--- config.mk ---
export PLATFORM = sky130hd
export DESIGN_NAME = clk_div_multi
export DESIGN_NICKNAME = d
export VERILOG_FILES = /design/src/rtl/clk_div_multi.sv
export SDC_FILE = /design/constraint.sdc
export NUM_CORES = 1
export LEC_CHECK = 0
export CAP_MARGIN = 10
export CORE_ASPECT_RATIO = 1.1
export CORE_UTILIZATION = 61
export DETAILED_ROUTE_END_ITERATION = 7
export HOLD_SLACK_MARGIN = 0.06
export PLACE_DENSITY = 0.92
export SLEW_MARGIN = 20
export SYNTH_ARGS = -nofsm -noshare
export SYNTH_HDL_FRONTEND = slang
export SYNTH_SLANG_ARGS = --single-unit
export TNS_END_PERCENT = 10
--- constraint.sdc ---
create_clock -name clk -period 7.9 [get_ports clk]
set_input_delay 1.58 -clock clk [delete_from_list [all_inputs] [get_ports clk]]
set_output_delay 1.58 -clock clk [all_outputs]
set_load 0.01 [all_outputs]
--- src/rtl/clk_div_multi.sv ---
// Multi-channel programmable clock divider with per-channel tick strobes and glitch-free divisor updates.
// Optional feature macro: CLKDIV_SYNC_EN adds the sync_req phase-alignment input.
module clk_div_multi #(
    parameter int NCH     = 4,
    parameter int DIV_W   = 16,
    parameter int DEF_DIV = 2
) (
    input  logic                   clk,
    input  logic                   rst,
    input  logic [NCH-1:0]         en,
    input  logic [NCH*DIV_W-1:0]   div_val,
    input  logic [NCH-1:0]         div_load,
`ifdef CLKDIV_SYNC_EN
    input  logic                   sync_req,
`endif
    output logic [NCH-1:0]         clk_out,
    output logic [NCH-1:0]         tick,
    output logic [NCH-1:0]         running
);

    localparam logic [DIV_W-1:0] DEF_DIV_C = DIV_W'(DEF_DIV);

    // Divisors below 2 cannot form a high and a low phase, so they run as 2.
    function automatic logic [DIV_W-1:0] eff_div(input logic [DIV_W-1:0] d);
        logic [DIV_W-1:0] r;
        if (d < DIV_W'(2)) begin
            r = DIV_W'(2);
        end else begin
            r = d;
        end
        return r;
    endfunction

    logic [DIV_W-1:0] cnt_q    [NCH];
    logic [DIV_W-1:0] cnt_d    [NCH];
    logic [DIV_W-1:0] active_q [NCH];
    logic [DIV_W-1:0] active_d [NCH];
    logic [DIV_W-1:0] shadow_q [NCH];
    logic [DIV_W-1:0] shadow_d [NCH];
    logic [NCH-1:0]   clk_out_q;
    logic [NCH-1:0]   clk_out_d;
    logic [NCH-1:0]   tick_q;
    logic [NCH-1:0]   tick_d;
    logic [NCH-1:0]   running_q;
    logic [NCH-1:0]   running_d;
    logic             sync_s;

`ifdef CLKDIV_SYNC_EN
    assign sync_s = sync_req;
`else
    assign sync_s = 1'b0;
`endif

    // Per-channel next-state: start, count, wrap (with divisor swap), stop and sync.
    always_comb begin : next_state_c
        logic [DIV_W-1:0] n_s;
        logic [DIV_W-1:0] half_s;
        logic [DIV_W-1:0] inc_s;
        logic [DIV_W-1:0] slice_s;
        logic             wrap_s;
        n_s       = DIV_W'(2);
        half_s    = DIV_W'(1);
        inc_s     = DIV_W'(0);
        slice_s   = DIV_W'(0);
        wrap_s    = 1'b0;
        clk_out_d = clk_out_q;
        tick_d    = {NCH{1'b0}};
        running_d = running_q;
        for (int i = 0; i < NCH; i++) begin
            slice_s     = div_val[i*DIV_W +: DIV_W];
            n_s         = eff_div(active_q[i]);
            half_s      = (n_s >> 1) + DIV_W'(n_s[0]);
            inc_s       = cnt_q[i] + DIV_W'(1);
            wrap_s      = (cnt_q[i] == (n_s - DIV_W'(1))) || sync_s;
            cnt_d[i]    = cnt_q[i];
            active_d[i] = active_q[i];

            if (div_load[i]) begin
                shadow_d[i] = slice_s;
            end else begin
                shadow_d[i] = shadow_q[i];
            end

            if (!running_q[i]) begin
                // Idle channel: loads take effect at once so the first period uses them.
                if (div_load[i]) begin
                    active_d[i] = slice_s;
                end else begin
                    active_d[i] = active_q[i];
                end
                cnt_d[i] = DIV_W'(0);
                if (en[i]) begin
                    running_d[i] = 1'b1;
                    clk_out_d[i] = 1'b1;
                    tick_d[i]    = 1'b1;
                end else begin
                    running_d[i] = 1'b0;
                    clk_out_d[i] = 1'b0;
                    tick_d[i]    = 1'b0;
                end
            end else if (wrap_s) begin
                // Period boundary: the divisor pending before this edge takes over.
                active_d[i] = shadow_q[i];
                cnt_d[i]    = DIV_W'(0);
                if (en[i]) begin
                    running_d[i] = 1'b1;
                    clk_out_d[i] = 1'b1;
                    tick_d[i]    = 1'b1;
                end else begin
                    running_d[i] = 1'b0;
                    clk_out_d[i] = 1'b0;
                    tick_d[i]    = 1'b0;
                end
            end else begin
                cnt_d[i]     = inc_s;
                running_d[i] = 1'b1;
                clk_out_d[i] = (inc_s < half_s);
                tick_d[i]    = 1'b0;
            end
        end
    end

    // State and output registers with asynchronous clear to the reset divisor.
    always_ff @(posedge clk or posedge rst) begin
        if (rst) begin
            for (int i = 0; i < NCH; i++) begin
                cnt_q[i]    <= DIV_W'(0);
                active_q[i] <= DEF_DIV_C;
                shadow_q[i] <= DEF_DIV_C;
            end
            clk_out_q <= {NCH{1'b0}};
            tick_q    <= {NCH{1'b0}};
            running_q <= {NCH{1'b0}};
        end else begin
            for (int i = 0; i < NCH; i++) begin
                cnt_q[i]    <= cnt_d[i];
                active_q[i] <= active_d[i];
                shadow_q[i] <= shadow_d[i];
            end
            clk_out_q <= clk_out_d;
            tick_q    <= tick_d;
            running_q <= running_d;
        end
    end

    assign clk_out = clk_out_q;
    assign tick    = tick_q;
    assign running = running_q;

endmodule

After elaboration in Yosys (flattened, before gate mapping)

Cells that the tools add are included.

$add $sub $neg: 12
Magnitude comparators: 8
Reductions and logical operators: 8
Eq/ne operators: 8
Multiplexer cells: 52

Operators with widths:

| operator                                                               | count |
|---|---|
| 16-bit two-way mux                                                     | 24 |
| 15-bit by 1-bit adder with 16-bit output                               | 4 |
| 16-bit by 1-bit adder with 16-bit output (second input constant)       | 4 |
| 16-bit == test                                                         | 4 |
| 16-bit < comparator                                                    | 4 |
| 16-bit by 2-bit < comparator with 1-bit output (second input constant) | 4 |
| 16-bit by 1-bit subtractor with 16-bit output (second input constant)  | 4 |
| 1-bit two-way mux                                                      | 28 |
| 2-bit by 1-bit != test with 1-bit output (second input constant)       | 4 |
| 2-bit AND reduction                                                    | 4 |
| 2-bit nonzero test                                                     | 4 |

Register bits after elaboration: 204
Output and inout bits: 12
Logic and storage cells: 103

Depth between registers and ports, before layout

Word-level depth: 6
Gate-level depth with buffers: 21
Gate-level depth less buffers: 19

Worst setup path before layout

No wires, ideal clock.

Path type: register to register
Start point: reg active_q[52] (netlist bit)
End point: reg clk_out_q[0] (netlist: clk_out[0])
Library setup time: 118 ps
Cell stages (with the launch flop): 17
Period minus slack after synthesis: 4469 ps
Setup slack: 3431 ps
Required time: 7782 ps
Arrival time: 4351 ps
Cells stage by stage: dfrtp_1 -> buf_6 -> or4_1 -> clkbuf_1 -> or4_1 -> buf_2 -> nand2_1 -> ha_1 -> or3b_2 -> or4_1 -> a211o_1 -> a211oi_1 -> nand4_1 -> o41a_1 -> buf_2 -> buf_6 -> a21o_1

Cells in the longest elaborated chain, start to end: 6
Elaborated cells on any way between the ends: 8

Ends and longest elaborated chain:

| what                                                                                                      | line    | source |
|---|---|---|
| from (decl)                                                                                               | 36      | `logic [DIV_W-1:0] active_q [NCH];` |
| from (signal, indexed assignment)                                                                         | 137     | `active_q[i] <= active_d[i];` |
| 16-bit by 2-bit < comparator with 1-bit output                                                            | 26      | `if (d < DIV_W'(2)) begin` |
| 16-bit two-way mux *                                                                                      | 26      |  |
| 15-bit by 1-bit adder with 16-bit output or 16-bit by 1-bit subtractor with 16-bit output (tied branches) | 72, 74  |  |
| 16-bit < comparator or 16-bit == test (tied branches)                                                     | 117, 74 |  |
| 1-bit two-way mux *                                                                                       | 101     | `end else if (wrap_s) begin` |
| 1-bit two-way mux *                                                                                       | 84      | `if (!running_q[i]) begin` |
| via clk_out_d[0]                                                                                          | 41      | `logic [NCH-1:0] clk_out_d;` |
| to (signal assigned)                                                                                      | 131     | `clk_out_q <= {NCH{1'b0}};` |
| to (signal assigned)                                                                                      | 140     | `clk_out_q <= clk_out_d;` |
| to (decl)                                                                                                 | 40      | `logic [NCH-1:0] clk_out_q;` |

The timed path passes the listed nets; every way through them passes the cells marked *.
A chain may end at the register's enable or synchronous reset.

Worst setup path after layout

Start point: reg active_q[57] (netlist bit)
End point: reg active_q[58] (netlist bit)

Cells in the longest elaborated chain, start to end: 6

Ends and longest elaborated chain:

| what                                                        | line | source |
|---|---|---|
| 16-bit by 2-bit < comparator with 1-bit output              | 26   |  |
| 16-bit two-way mux *                                        | 26   |  |
| 16-bit by 1-bit subtractor with 16-bit output *             | 74   | `wrap_s = (cnt_q[i] == (n_s - DIV_W'(1))) \|\| sync_s;` |
| 16-bit == test *                                            | 74   |  |
| 2-bit by 1-bit != test with 1-bit output (no source line) * | n/a  |  |
| 2-bit AND reduction (no source line) *                      | n/a  |  |

Mark *: on every way between the ends. The rest lies on a longest branch, timed or not.

==> metrics <==
status finished clean; Skew-Pair Late Insertion Delay 510 ps; number of flops mapped to enable cells by yosys 0; core area 0.02158 mm^2; Comb pwr share 0.318; first-pass iteration count of the detailed router 5; Worst VDD drop 0.1938 mV; share of the clock period used by the worst path 0.6457; first-pass GRT wire length 51030 um; Rows 56; vias in the first global route 10750; drt via density 6.138; clock slew at reported path FFs 60 ps; P per Cell Area 253.2 mW/mm^2; Async SR Flop Fraction 1.000; grt ovf 0; die height 158.5 um; initial antenna violation count 0; DRC viols 0; critical path class flop to flop; Worst setup EP type flop; diodes inserted 0; antenna-violating nets left 0; port bufs 85; Clock Power Share 0.278; internal power 0.002483 W; CP arrival 5540 ps; dpl cell area 0.01442 mm^2; TNS Setup 0 ps; relative slew slack 0.3337; Post-CTS Setup Inserts 0; CTS H-tree lvls 1; Hold-fix buffers, CTS 0; Max Transition Viols Final 0; cell area after layout 0.01518 mm^2; YS warnings 0; Setup violations, final 0; drt wl/cell 16.78 um; Synth Cell Area 0.01357 mm^2; synth cell count leaders dfrtp_1, nand2_1, xnor2_1; largest area contributor in the netlist dfrtp_1; DIE AREA 0.02285 mm^2; Gate Count Post-Synth 1474; Die X-Extent 144.2 um; f_max 0.1960 GHz; most numerous cell in the Yosys netlist dfrtp_1; TritonCTS Buffers 22; syn avg cell area 9.209 um^2; Tightest Pin Transition 999.4 ps; Hold Crit Class flop to flop; Worst setup SP type flop; Seq/Total Area, Yosys 0.3768; Seq pwr share 0.404; Crit Path Max Fanout 20; Leak 6.415 nW; 1st-iter DRT viols 827; Routed WL 30110 um; Overall Global Routing Usage 0.2752; routed vias 11020; crit path time final 5101 ps; Syn Nets 1624; Critical Path RT 8340 ps; Worst Skew 6.642 ps; post-synth top area share 0.3613; flip-flop and latch count after synthesis 204; DP Wirelength 21310 um; clock root buffer clkbuf_16; ys flop type dfrtp_1; # IOs 86; hold slack 503.0 ps; TritonCTS clock tree built; CTS Sinks 204; P&R area growth vs syn 11.86%; synth unique cells 75; largest net degree at the start of global routing 126; maxcap violations 0; placer congestion estimate 0.9468; CTS max path bufs 3; Switching Share 0.3540; post-CTS sizing 0; RSZ-0062 raised after global routing false; Nets 1639; Starting Density 0.6290; Psw 0.001361 W; top post-synthesis cells by area dfrtp_1, ha_1, xnor2_1; Pwr Total 0.003844 W; Fin. Hold Viols 0; fin util 0.7036; share of cells above drive strength 1 0.08040
## registers in the layout, summed over array words and instances, names as in the netlist
| signal | flops |
|---|---|
| active_q | 64 |
| clk_out | 4 |
| cnt_q | 64 |
| running | 4 |
| shadow_q | 64 |
| tick | 4 |
## cell type report
type                    count  area [um^2]
flip-flops and latches    204         5115
fillers                  1664         6396
clock inverters            11        140.1
repair buffers             91        899.6
inverters                  64        247.7
clock buffers              29        608.1
well taps                 290        362.8
multi-input cells        1106         7811
## worst max-delay path, cell delays in order, from the launching register on
cell and delay, ps:
dfrtp_1 480, or4_1 650, or4_1 690, nand2_1 150, ha_1 200, or3b_2 490, or4_1 450, a211o_1 250
a211oi_1 230, nand4_1 190, o41a_1 630, nor2_4 450, o21a_1 170
## cells by family after synthesis
logic type,Yosys count,synth area share
compound gates,283,0.1482
xor+xnor,168,0.1084
fa+ha+maj,76,0.07005
buf+inv,164,0.04867
flops,204,0.3768
mux,42,0.03410
simple gates,537,0.2138
## power groups by stage
stage | registers [W] | clock network [W] | logic, W
6_report | 0.00155 | 0.00107 | 0.00122
5_1_grt | 0.00159 | 0.00113 | 0.00137
4_1_cts | 0.00154 | 0.00109 | 0.00122
3_5_place_dp | 0.00155 | 0 | 0.00119
3_3_place_gp | 0.00154 | 0 | 0.00113
2_1_floorplan | 0.00136 | 0 | 0.00109
## through the flow
stage               std cells  setup slack (ps)
floorplan                1474             765.8
global placement         1755              2847
CTS                      1795              2566
finish                   1795              2799
detailed placement       1755              2574
global route             1795              2359
## placed cells by master, fill, tap and decap left out, types with 27 or more instances in the layout
cell             instances
dfrtp_1                196
nand2_1                103
xnor2_1                 91
clkdlybuf4s50_1         85
nor2_1                  80
xor2_1                  77
ha_1                    76
nand3_1                 64
inv_1                   63
o21ai_0                 61
and3_1                  52
and2_1                  40
a21oi_1                 38
mux2_2                  34
nand4_1                 32
o21a_1                  32
nor3_1                  30
nand2b_1                27
## worst paths after layout
| kind | start | depth (start not counted) | to | slack (ps) |
|---|---|---|---|---|
| setup / recovery | active_q[57]$_DFFE_PP0P_ | 12 | active_q[58]$_DFFE_PP0P_ | 2800 |
| hold / removal | shadow_q[17]$_DFFE_PP1P_ | 2 | shadow_q[17]$_DFFE_PP1P_ | 500 |
| setup reg to reg | active_q[57]$_DFFE_PP0P_ | 12 | active_q[58]$_DFFE_PP0P_ | 2800 |
| hold reg to reg | shadow_q[17]$_DFFE_PP1P_ | 2 | shadow_q[17]$_DFFE_PP1P_ | 500 |
| max in group asynchronous | rst | 3 | running[3]$_DFF_PP0_ | 5100 |
| min in group asynchronous | rst | 2 | shadow_q[20]$_DFFE_PP0P_ | 1590 |
## routing by layer
layer | global-route usage | routed length, um | vias to the layer above
met5 | 0 | 0 | -
met4 | 0.1253 | 1239 | 0
met3 | 0.03519 | 1313 | 105
met2 | 0.4686 | 14830 | 277
met1 | 0.3493 | 12730 | 5352
li1 | - | - | 5284
Power figures use the tool's default switching activity.
